### src/rtl/cnt2_seq_monitor_if.sv
// Observation bus between the 2-bit down-counter stage and its sequence monitor.
// The master side supplies samples and controls; the slave (monitor) reports status.
interface cnt2_seq_monitor_if #(
  parameter int CNT_W = 8
);
  logic [1:0]       cnt_in;
  logic             en;
  logic             clr_err;
  logic             locked;
  logic             seq_err;
  logic             wrap_pulse;
  logic [CNT_W-1:0] wrap_count;

  modport master (
    output cnt_in, en, clr_err,
    input  locked, seq_err, wrap_pulse, wrap_count
  );

  modport slave (
    input  cnt_in, en, clr_err,
    output locked, seq_err, wrap_pulse, wrap_count
  );
endinterface

### src/rtl/cnt2_seq_monitor.sv
// Observer for the 2-bit down-counter: checks each enabled sample is prev-1 mod 4,
// tracks lock, latches a sticky sequence error and counts wraps seen while locked.
module cnt2_seq_monitor #(
  parameter int CNT_W       = 8,
  parameter int LOCK_CYCLES = 2
) (
  input  logic               clk,
  input  logic               rst,
  cnt2_seq_monitor_if.slave  mon
);
  localparam int MW = $clog2(LOCK_CYCLES + 1);

  typedef enum logic [1:0] {
    IDLE   = 2'd0,
    SYNC   = 2'd1,
    LOCKED = 2'd2,
    FAULT  = 2'd3
  } state_t;

  state_t           state;
  logic [1:0]       prev;
  logic [MW-1:0]    match_cnt;
  logic             locked_q;
  logic             seq_err_q;
  logic             wrap_pulse_q;
  logic [CNT_W-1:0] wrap_count_q;

  logic          correct;
  logic          wrap;
  logic [MW-1:0] match_next;

  // NOTE: purely combinational decode; every signal is assigned on every path, so no latch.
  always_comb begin
    correct    = (mon.cnt_in == (prev - 2'd1));
    wrap       = (prev == 2'b00) && (mon.cnt_in == 2'b11);
    match_next = match_cnt + 1'b1;
  end

  // NOTE: state registers use non-blocking assignments so every update sees pre-edge values.
  always_ff @(posedge clk or posedge rst) begin
    if (rst) begin
      state        <= IDLE;
      prev         <= 2'b00;
      match_cnt    <= '0;
      locked_q     <= 1'b0;
      seq_err_q    <= 1'b0;
      wrap_pulse_q <= 1'b0;
      wrap_count_q <= '0;
    end else begin
      wrap_pulse_q <= 1'b0;
      case (state)
        IDLE: begin
          if (mon.en) begin
            prev      <= mon.cnt_in;
            match_cnt <= '0;
            state     <= SYNC;
          end
        end
        SYNC: begin
          if (mon.en) begin
            prev <= mon.cnt_in;
            if (correct) begin
              match_cnt <= match_next;
              if (match_next == MW'(LOCK_CYCLES)) begin
                state    <= LOCKED;
                locked_q <= 1'b1;
              end
            end else begin
              match_cnt <= '0;
            end
          end
        end
        LOCKED: begin
          if (mon.en) begin
            prev <= mon.cnt_in;
            if (!correct) begin
              state     <= FAULT;
              locked_q  <= 1'b0;
              seq_err_q <= 1'b1;
            end else if (wrap) begin
              wrap_pulse_q <= 1'b1;
              // Saturate rather than roll over so status software never sees a false small count.
              if (wrap_count_q != '1) wrap_count_q <= wrap_count_q + 1'b1;
            end
          end
        end
        FAULT: begin
          // clr_err takes priority and the sample on the clearing edge is dropped.
          if (mon.clr_err) begin
            state     <= IDLE;
            seq_err_q <= 1'b0;
          end else if (mon.en) begin
            prev <= mon.cnt_in;
          end
        end
        default: state <= IDLE;
      endcase
    end
  end

  assign mon.locked     = locked_q;
  assign mon.seq_err    = seq_err_q;
  assign mon.wrap_pulse = wrap_pulse_q;
  assign mon.wrap_count = wrap_count_q;
endmodule
### src/flat_wrapper.sv
// flat-port wrapper written by rule: the top's interface ports become plain ports
module cnt2_seq_monitor_flat 
#(
  parameter int CNT_W       = 8,
  parameter int LOCK_CYCLES = 2
)
  (clk, rst, mon_cnt_in, mon_en, mon_clr_err, mon_locked, mon_seq_err, mon_wrap_pulse, mon_wrap_count);
  cnt2_seq_monitor_if #(.CNT_W(CNT_W)) mon_i ();
  input  logic clk;
  input  logic rst;
  input wire logic [$bits(mon_i.cnt_in)-1:0] mon_cnt_in;
  input wire logic [$bits(mon_i.en)-1:0] mon_en;
  input wire logic [$bits(mon_i.clr_err)-1:0] mon_clr_err;
  output wire logic [$bits(mon_i.locked)-1:0] mon_locked;
  output wire logic [$bits(mon_i.seq_err)-1:0] mon_seq_err;
  output wire logic [$bits(mon_i.wrap_pulse)-1:0] mon_wrap_pulse;
  output wire logic [$bits(mon_i.wrap_count)-1:0] mon_wrap_count;
  assign mon_i.cnt_in = mon_cnt_in;
  assign mon_i.en = mon_en;
  assign mon_i.clr_err = mon_clr_err;
  assign mon_locked = mon_i.locked;
  assign mon_seq_err = mon_i.seq_err;
  assign mon_wrap_pulse = mon_i.wrap_pulse;
  assign mon_wrap_count = mon_i.wrap_count;
  cnt2_seq_monitor #(.CNT_W(CNT_W), .LOCK_CYCLES(LOCK_CYCLES)) u_core (.clk(clk), .rst(rst), .mon(mon_i));
endmodule
### config.mk
export PLATFORM = sky130hd
export DESIGN_NAME = cnt2_seq_monitor_flat
export DESIGN_NICKNAME = d
export VERILOG_FILES = /design/src/rtl/cnt2_seq_monitor_if.sv /design/src/rtl/cnt2_seq_monitor.sv /design/src/flat_wrapper.sv
export SDC_FILE = /design/constraint.sdc
export NUM_CORES = 1
export LEC_CHECK = 0
export CORE_UTILIZATION = 50
export CTS_CLUSTER_DIAMETER = 50
export DETAILED_ROUTE_END_ITERATION = 6
export GPL_TIMING_DRIVEN = 0
export MAX_ROUTING_LAYER = met4
export PLACE_DENSITY = 0.8
export RECOVER_POWER = 100
export SLEW_MARGIN = 20
export SYNTH_ARGS = -nofsm -noshare
export SYNTH_HDL_FRONTEND = slang
export SYNTH_SLANG_ARGS = --single-unit
### constraint.sdc
create_clock -name clk -period 4.05 [get_ports clk]
set_input_delay 0.81 -clock clk [delete_from_list [all_inputs] [get_ports clk]]
set_output_delay 0.81 -clock clk [all_outputs]
set_load 0.05 [all_outputs]
# Word level (Yosys, flattened, before mapping)
# Cells that the tools add are included.
# totals
out_inout_bits	11
reg_bits	17
inputBits	6
# op_classes
n_addsub	3
n_reduce_logical	12
muxes	29
n_eq_ne	15
# ops
op	n
$mux W2	12
$mux W1	12
$ne A2 B2 Y1 const B	6
$add A8 B1 Y8 const B	1
$eq A2 B2 Y1 const B	4
$ne A8 B8 Y1 const B	1
$pmux W2 S2	2
$pmux W2 S4	1
$reduce_and A7 Y1	1
$reduce_and A6 Y1	1
$reduce_bool A2 Y1	3
$reduce_and A5 Y1	1
$logic_not A2 Y1	2
$ne A2 B1 Y1 const B	2
$pmux W1 S2	2
$reduce_and A4 Y1	1
$reduce_and A3 Y1	1
$reduce_or A3 Y1	1
$add A2 B1 Y2 const B	1
$eq A2 B1 Y1 const B	1
$eq A2 B2 Y1	1
$sub A2 B1 Y2 const B	1
$logic_and A1 B1 Y1	1

# Longest topological paths before layout
# Gate-level depths: netlist of run 1.
# depth
depth_word	6
ltp_mapped	7
mapped_depth_nobuf	6

# Least setup slack after synthesis of run 1
# Ideal clock, no wire load.
# synth_timing
path_type	input to register
start	in mon_cnt_in[1]
end	reg u_core.wrap_count_q[6], in the netlist u_core.mon.wrap_count[6]
slack_ns	1.760
cell_stages	5
setup_ns	0.128
arrival_ns	2.162
n_path_buf	1
path_cell_list	xnor2_1 > or4_1 > buf_2 > nor3_1 > mux2_1
# synth_between
elab_chain_cells	3
elab_cells_between_ends	4
classes_between	eq/ne (2); reduce/logical (2)
# synth_lines
element	line	source
from (decl)	flat_wrapper.sv:11	input wire logic [$bits(mon_i.cnt_in)-1:0] mon_cnt_in;
$eq A2 B2 Y1	cnt2_seq_monitor.sv:35	wrap = (prev == 2'b00) && (mon.cnt_in == 2'b11);
$logic_and A1 B1 Y1	cnt2_seq_monitor.sv:35	
$reduce_and A5 Y1 (no source line) *	--	
to (signal assigned)	cnt2_seq_monitor.sv:83	if (wrap_count_q != '1) wrap_count_q <= wrap_count_q + 1'b1;
to (decl)	cnt2_seq_monitor.sv:26	logic [CNT_W-1:0] wrap_count_q;
# Mark *: on every way between the ends. The rest lies on a longest branch, timed or not.
# A chain may end at the register's enable or synchronous reset.

# Worst setup path in the final report of run 1
# layout_timing
start	in mon_cnt_in[0]
end	reg u_core.wrap_count_q[6], in the netlist u_core.mon.wrap_count[6]
# Same word-level chain as after synthesis.

==> results of run 1 <==
path summary, 6_finish.rpt:
| path | start | end | slack (ps) | depth (start not counted) |
|---|---|---|---|---|
| worst max-delay path | mon_cnt_in[0] | u_core.mon.wrap_count[6]$_DFFE_PP0P_ | 1270 | 6 |
| worst min-delay path | u_core.match_cnt[0]$_DFFE_PP0P_ | u_core.match_cnt[0]$_DFFE_PP0P_ | 490 | 1 |
| worst max register to register | u_core.prev[0]$_DFFE_PP0P_ | u_core.mon.wrap_count[6]$_DFFE_PP0P_ | 1650 | 7 |
| worst min register to register | u_core.match_cnt[0]$_DFFE_PP0P_ | u_core.match_cnt[0]$_DFFE_PP0P_ | 490 | 1 |
| max in group asynchronous | rst | u_core.mon.wrap_count[1]$_DFFE_PP0P_ | 2590 | 2 |
| min in group asynchronous | rst | u_core.mon.wrap_count[4]$_DFFE_PP0P_ | 1030 | 2 |
worst reg2reg max path, cell delays in order, from the launching register on:
cell      delay [ps]
dfrtp_1          370
inv_1             60
ha_1             300
xnor2_1          200
or4_1            550
clkbuf_1         220
nor3_1           260
mux2_1           340
cells by family after synthesis:
logic type	count (synthesis)	share of synthesized area (%)
XOR/XNOR	8	7.349
flip-flops	17	44.62
AO/OA/AOI/OAI	16	10.37
AND/OR/NAND/NOR	29	18.11
buffers and inverters	11	4.461
adder cells (fa/ha/maj)	8	10.50
multiplexers	4	4.593
flip-flops by register name, indices dropped and copies added (netlist names):
register and count:
u_core.match_cnt 2, u_core.mon.wrap_count 8, u_core.state 2, u_core.mon.locked 1, u_core.prev 2, u_core.mon.wrap_pulse 1
u_core.mon.seq_err 1
where the power goes:
part | switching, W | internal [W] | total, W
combinational | 0.000162 | 0.000103 | 0.000265
sequential | 0.0000247 | 0.000204 | 0.000228
clock | 0.0000558 | 0.0000368 | 0.0000926
total | 0.000243 | 0.000343 | 0.000586
through the flow:
step,instances,setup slack (ps),hold slack (ps),util [%],total power (W)
finish,138,1269,487.9,64.82,0.0005857
global placement,134,1179,470.5,64.89,0.0004819
global route,138,1135,522.2,64.82,0.0006295
CTS,138,1445,498.4,66.45,0.0005951
floorplan,93,1760,451.5,-,0.0004263
detailed placement,134,1149,477.3,64.89,0.0005029
final cells by class:
class | count | area (µm²)
plain buffers | 1 | 3.754
clock buffers | 3 | 22.52
clock inverters | 1 | 5.005
fillers | 162 | 620.6
inverters | 10 | 37.54
multi-input cells | 65 | 457.9
flip-flops and latches | 17 | 425.4
well taps | 25 | 31.28
repair buffers | 16 | 160.2
layer usage:
metal	part of all wire [%]	GRT usage [%]	routed length [µm]
met2	48	34.29	846
met4	1.1	7.879	20
met1	49	24.44	870
met3	2.4	5.556	43
met5	0	-	0
cell usage in the layout (no fill, tap or decap), types with 2 or more instances in the layout:
cell and count:
clkdlybuf4s50_1 2, nand3_1 5, inv_1 9, nand2b_1 2
o22ai_1 2, o21ai_0 6, clkbuf_4 3, ha_1 8
nor2_1 5, dfrtp_1 17, nor4_1 2, dlygate4sd3_1 14
o21ai_1 2, nor3_1 2, a21boi_0 2, nand2_1 8
xnor2_1 2, mux2_1 3, xor2_1 6
==> results.yml, run 1 <==
run_status:
  status: "finished, final reports clean"
timing:
  slew_headroom_pct: 56.57
  setup-tns-final_ps: 0
  finalSetupViolCount: 0
  clock_skew_ps: 7.601
  finalHoldViolCount: 0
  period_needed_ps: 2781
  period_share_pct: 68.66
  max_slew.worst_pin.slew_ps: 650.7
  drv_slew: 0
  rsz0062_at_grt: "no"
  fmax_mhz: 359.6
floorplan:
  die_h_um: 45.67
  fp.dieArea_um2: 2085
  std_cell_rows: 15
  initial_utilization_pct: 54.04
  chipWidth_um: 45.67
  ios: 17
  core_area_um2: 1764
synth:
  synth.avg_cell_area_um2: 10.25
  synth_top_flop_cell: "dfrtp_1"
  post_synth_instance_area_um2: 953.4
  synth_common_cells: "dfrtp_1 (17), inv_1 (9), ha_1 (8), nand2_1 (8), xor2_1 (6)"
  yosysWarningCount: 0
  synth_top_area_share_pct: 44.62
  synthCells: 93
  synth_area_leaders: "dfrtp_1 (45%), ha_1 (10%), xor2_1 (5.5%)"
  synth_most_common_cell: "dfrtp_1"
  synthArstFlopShare_pct: 100.0
  synth_edf_count: 0
  yosys_register_bits: 17
  ys_seq_area_share_pct: 44.62
  synth.distinct_cells: 29
  synth_top_area_cell: "dfrtp_1"
  syn-num-nets: 107
clocking:
  cts_setup_buffers: 0
  clk_pin_slew_ps: 110
  postCtsResizedCells: 0
  cts_buffers: 3
  clock-sinks: 17
  clock-root-buffer: "clkbuf_4"
  postCtsHoldBufs: 0
  clock_path_buffers: 2
  clk_latency_ps: 290
  cts_tree: "yes"
  htree_num_levels: 1
worst_hold_path:
  hp-class: "flip-flop to flip-flop"
critical_path:
  path_max_fanout: 8
  cp_slowest_stage_delay_ps: 590
  cp_top_family: "buffers and inverters"
  crit_type: "primary input to flip-flop"
  cp.required_ps: 4230
  worst_path_max_delay_cell: "dlygate4sd3_1"
  cp-start-kind: "primary input"
  path_buf_inv: 2
  crit_arrival_ps: 2960
  end_kind: "flip-flop"
  path_cells: "dlygate4sd3_1 > xnor2_1 > or4_1 > clkbuf_1 > nor3_1 > mux2_1"
global_routing:
  grt_use_total_pct: 20.98
  antenna_found_initial: 0
  grt_max_degree: 18
  grt_pass1_vias: 691
  grt_overflow: 0
  grt_pass1_wl_um: 2967
placement:
  gp_congestion: 0.7178
  hpwl_um: 1328
  place_area_um2: 1145
  port_buffers: 16
job:
  cap_viol_max_count: 0
route:
  antenna_left: 0
  drc_errors: 0
  wl_um: 1781
  dr.pass1.iters: 4
  via_per_inst: 5.152
  avgRoutedWirePerCell_um: 12.91
  drt-initial-drc-count: 9
  vias: 711
pwr:
  ir_worst_vdd_mv: 0.3913
  power.density_nw_per_um2: 512.1
  p_leak_nw: 0.5725
cells_and_area:
  stdcell_area_um2: 1144
  antenna_cells: 0
  nets: 128
  drive_gt1_share_pct: 4.425
  synthToLayoutAreaGrowth_pct: 19.95
Power figures use the tool's default switching activity.
==> run 2, diff against run 1 <==
- clock period: 4.05 -> 2.7 ns (I/O delays scaled with it)
==> run 2 against run 1 <==
Hold slack improved by 17 ps. Combinational power increased by 50%. Global-route usage unchanged. Largest cell class unchanged.
==> results.yml, run 2 (synthesized netlist as in run 1, its figures left out) <==
run_status:
  status: "finished, final reports clean"
floorplan:
  initial_utilization_pct: 54.04
  std_cell_rows: 15
  chipWidth_um: 45.67
  ios: 17
  core_area_um2: 1764
  fp.dieArea_um2: 2085
  die_h_um: 45.67
worst_hold_path:
  worstHoldPathCells: 1
  hp-class: "flip-flop to flip-flop"
  holdPathEnd: "u_core.match_cnt[0]$_DFFE_PP0P_"
  hold_start: "u_core.match_cnt[0]$_DFFE_PP0P_"
clocking:
  clk_pin_slew_ps: 110
  clock_path_buffers: 2
  cts_buffers: 3
  clk_latency_ps: 290
  postCtsResizedCells: 0
  clock-sinks: 17
  htree_num_levels: 1
  postCtsHoldBufs: 0
  cts_tree: "yes"
  clock-root-buffer: "clkbuf_4"
  cts_setup_buffers: 0
pwr:
  power.density_nw_per_um2: 767.4
  ir_worst_vdd_mv: 0.5875
  p_leak_nw: 0.5730
timing:
  slew_headroom_pct: 56.69
  period_share_pct: 86.10
  rsz0062_at_grt: "no"
  fmax_mhz: 430.1
  holdWs_ps: 504.7
  finalSetupViolCount: 0
  max_slew.worst_pin.slew_ps: 649.0
  setup-tns-final_ps: 0
  clock_skew_ps: 7.650
  period_needed_ps: 2325
  drv_slew: 0
  finalHoldViolCount: 0
route:
  antenna_left: 0
  dr.pass1.iters: 4
  drc_errors: 0
  wl_um: 1777
  via_per_inst: 5.123
  vias: 707
  avgRoutedWirePerCell_um: 12.88
  drt-initial-drc-count: 9
cells_and_area:
  final_cell_mix: "dfrtp_1 (17), dlygate4sd3_1 (13), inv_1 (9), nand2_1 (8), ha_1 (8)"
  post-route-util_pct: 64.89
  multiInputGateArea_um2: 457.9
  largest_reg_flops: 8
  stdcell_area_um2: 1145
  nets: 128
  layout_commonest_cell: "dfrtp_1"
  synthToLayoutAreaGrowth_pct: 20.08
  ff_latch_area_um2: 425.4
  fillCellCount: 162
  drive_gt1_share_pct: 5.310
  antenna_cells: 0
global_routing:
  met3_usage_pct: 5.556
  antenna_found_initial: 0
  busiest_layer: "met2"
  grt_use_total_pct: 20.98
  grt_pass1_wl_um: 2967
  use_met2_pct: 34.29
  grt_max_degree: 18
  grt_overflow: 0
  use_met1_pct: 24.44
  grt_pass1_vias: 691
critical_path:
  rr_worst_depth: 7
  path_max_fanout: 8
  r2r-end: "u_core.mon.wrap_count[6]$_DFFE_PP0P_"
  cp.required_ps: 2880
  r2r_start: "u_core.prev[0]$_DFFE_PP0P_"
  crit_type: "primary input to flip-flop"
  crit_start: "mon_cnt_in[1]"
  ff2ff_setup_slack_ps: 380
  end_kind: "flip-flop"
  crit_arrival_ps: 2510
  cp-start-kind: "primary input"
job:
  cap_viol_max_count: 0
placement:
  hpwl_um: 1328
  place_area_um2: 1145
  gp_congestion: 0.7178
  port_buffers: 16
run 2: cell count changes in the layout (fill, tap and decap cells not counted):
cell	previous run	this run
buf_2	0	1
clkbuf_1	1	0
o21ai_0	6	7
dlygate4sd3_1	14	13
o21ai_1	2	1
clkdlybuf4s50_1	2	3
run 2: per-stage QoR:
step / cells / worst slack [ps] / power (W)
detailed placement: 134 / 69.37 / 0.0007543
finish: 138 / 375.2 / 0.0008786
global placement: 134 / 98.68 / 0.0007228
CTS: 138 / 357.3 / 0.0008927
floorplan: 93 / 524.0 / 0.0006394
global route: 138 / 223.2 / 0.0009434
run 2: area by class of cell:
type	count	share of cell area, %
Inverter	10	3.279
Tap cell	25	2.732
Sequential cell	17	37.16
Timing Repair Buffer	16	13.99
Clock inverter	1	0.4372
Clock buffer	3	1.967
Multi-Input combinational cell	65	40.00
Buffer	1	0.4372
run 2: worst max path at each step:
stage / slack (ps) / end
finish: 380 / u_core.mon.wrap_count[6]$_DFFE_PP0P_
global route: 220 / u_core.mon.wrap_count[4]$_DFFE_PP0P_
CTS: 360 / u_core.mon.wrap_count[6]$_DFFE_PP0P_
detailed placement: 70 / u_core.mon.wrap_count[6]$_DFFE_PP0P_
global placement: 100 / u_core.mon.wrap_count[6]$_DFFE_PP0P_
floorplan: 520 / u_core.mon.wrap_count[6]$_DFFE_PP0P_
run 2: worst max-delay path: stages:
cell	delay, ps
clkdlybuf4s50_1	460
xnor2_1	220
or4_1	540
buf_2	190
nor3_1	220
mux2_1	340
run 2: per-layer routing:
metal | part of all wire, % | up-vias
li1 | - | 359
met1 | 49 | 335
met2 | 48 | 9
met3 | 2.4 | 4
met4 | 1.1 | 0
met5 | 0 | -
run 2: power by group:
| part | switching (W) | total [W] | internal [W] |
|---|---|---|---|
| clock network | 0.0000837 | 0.000139 | 0.0000551 |
| logic | 0.000243 | 0.000397 | 0.000154 |
| registers | 0.0000371 | 0.000342 | 0.000305 |
| total | 0.000364 | 0.000879 | 0.000515 |
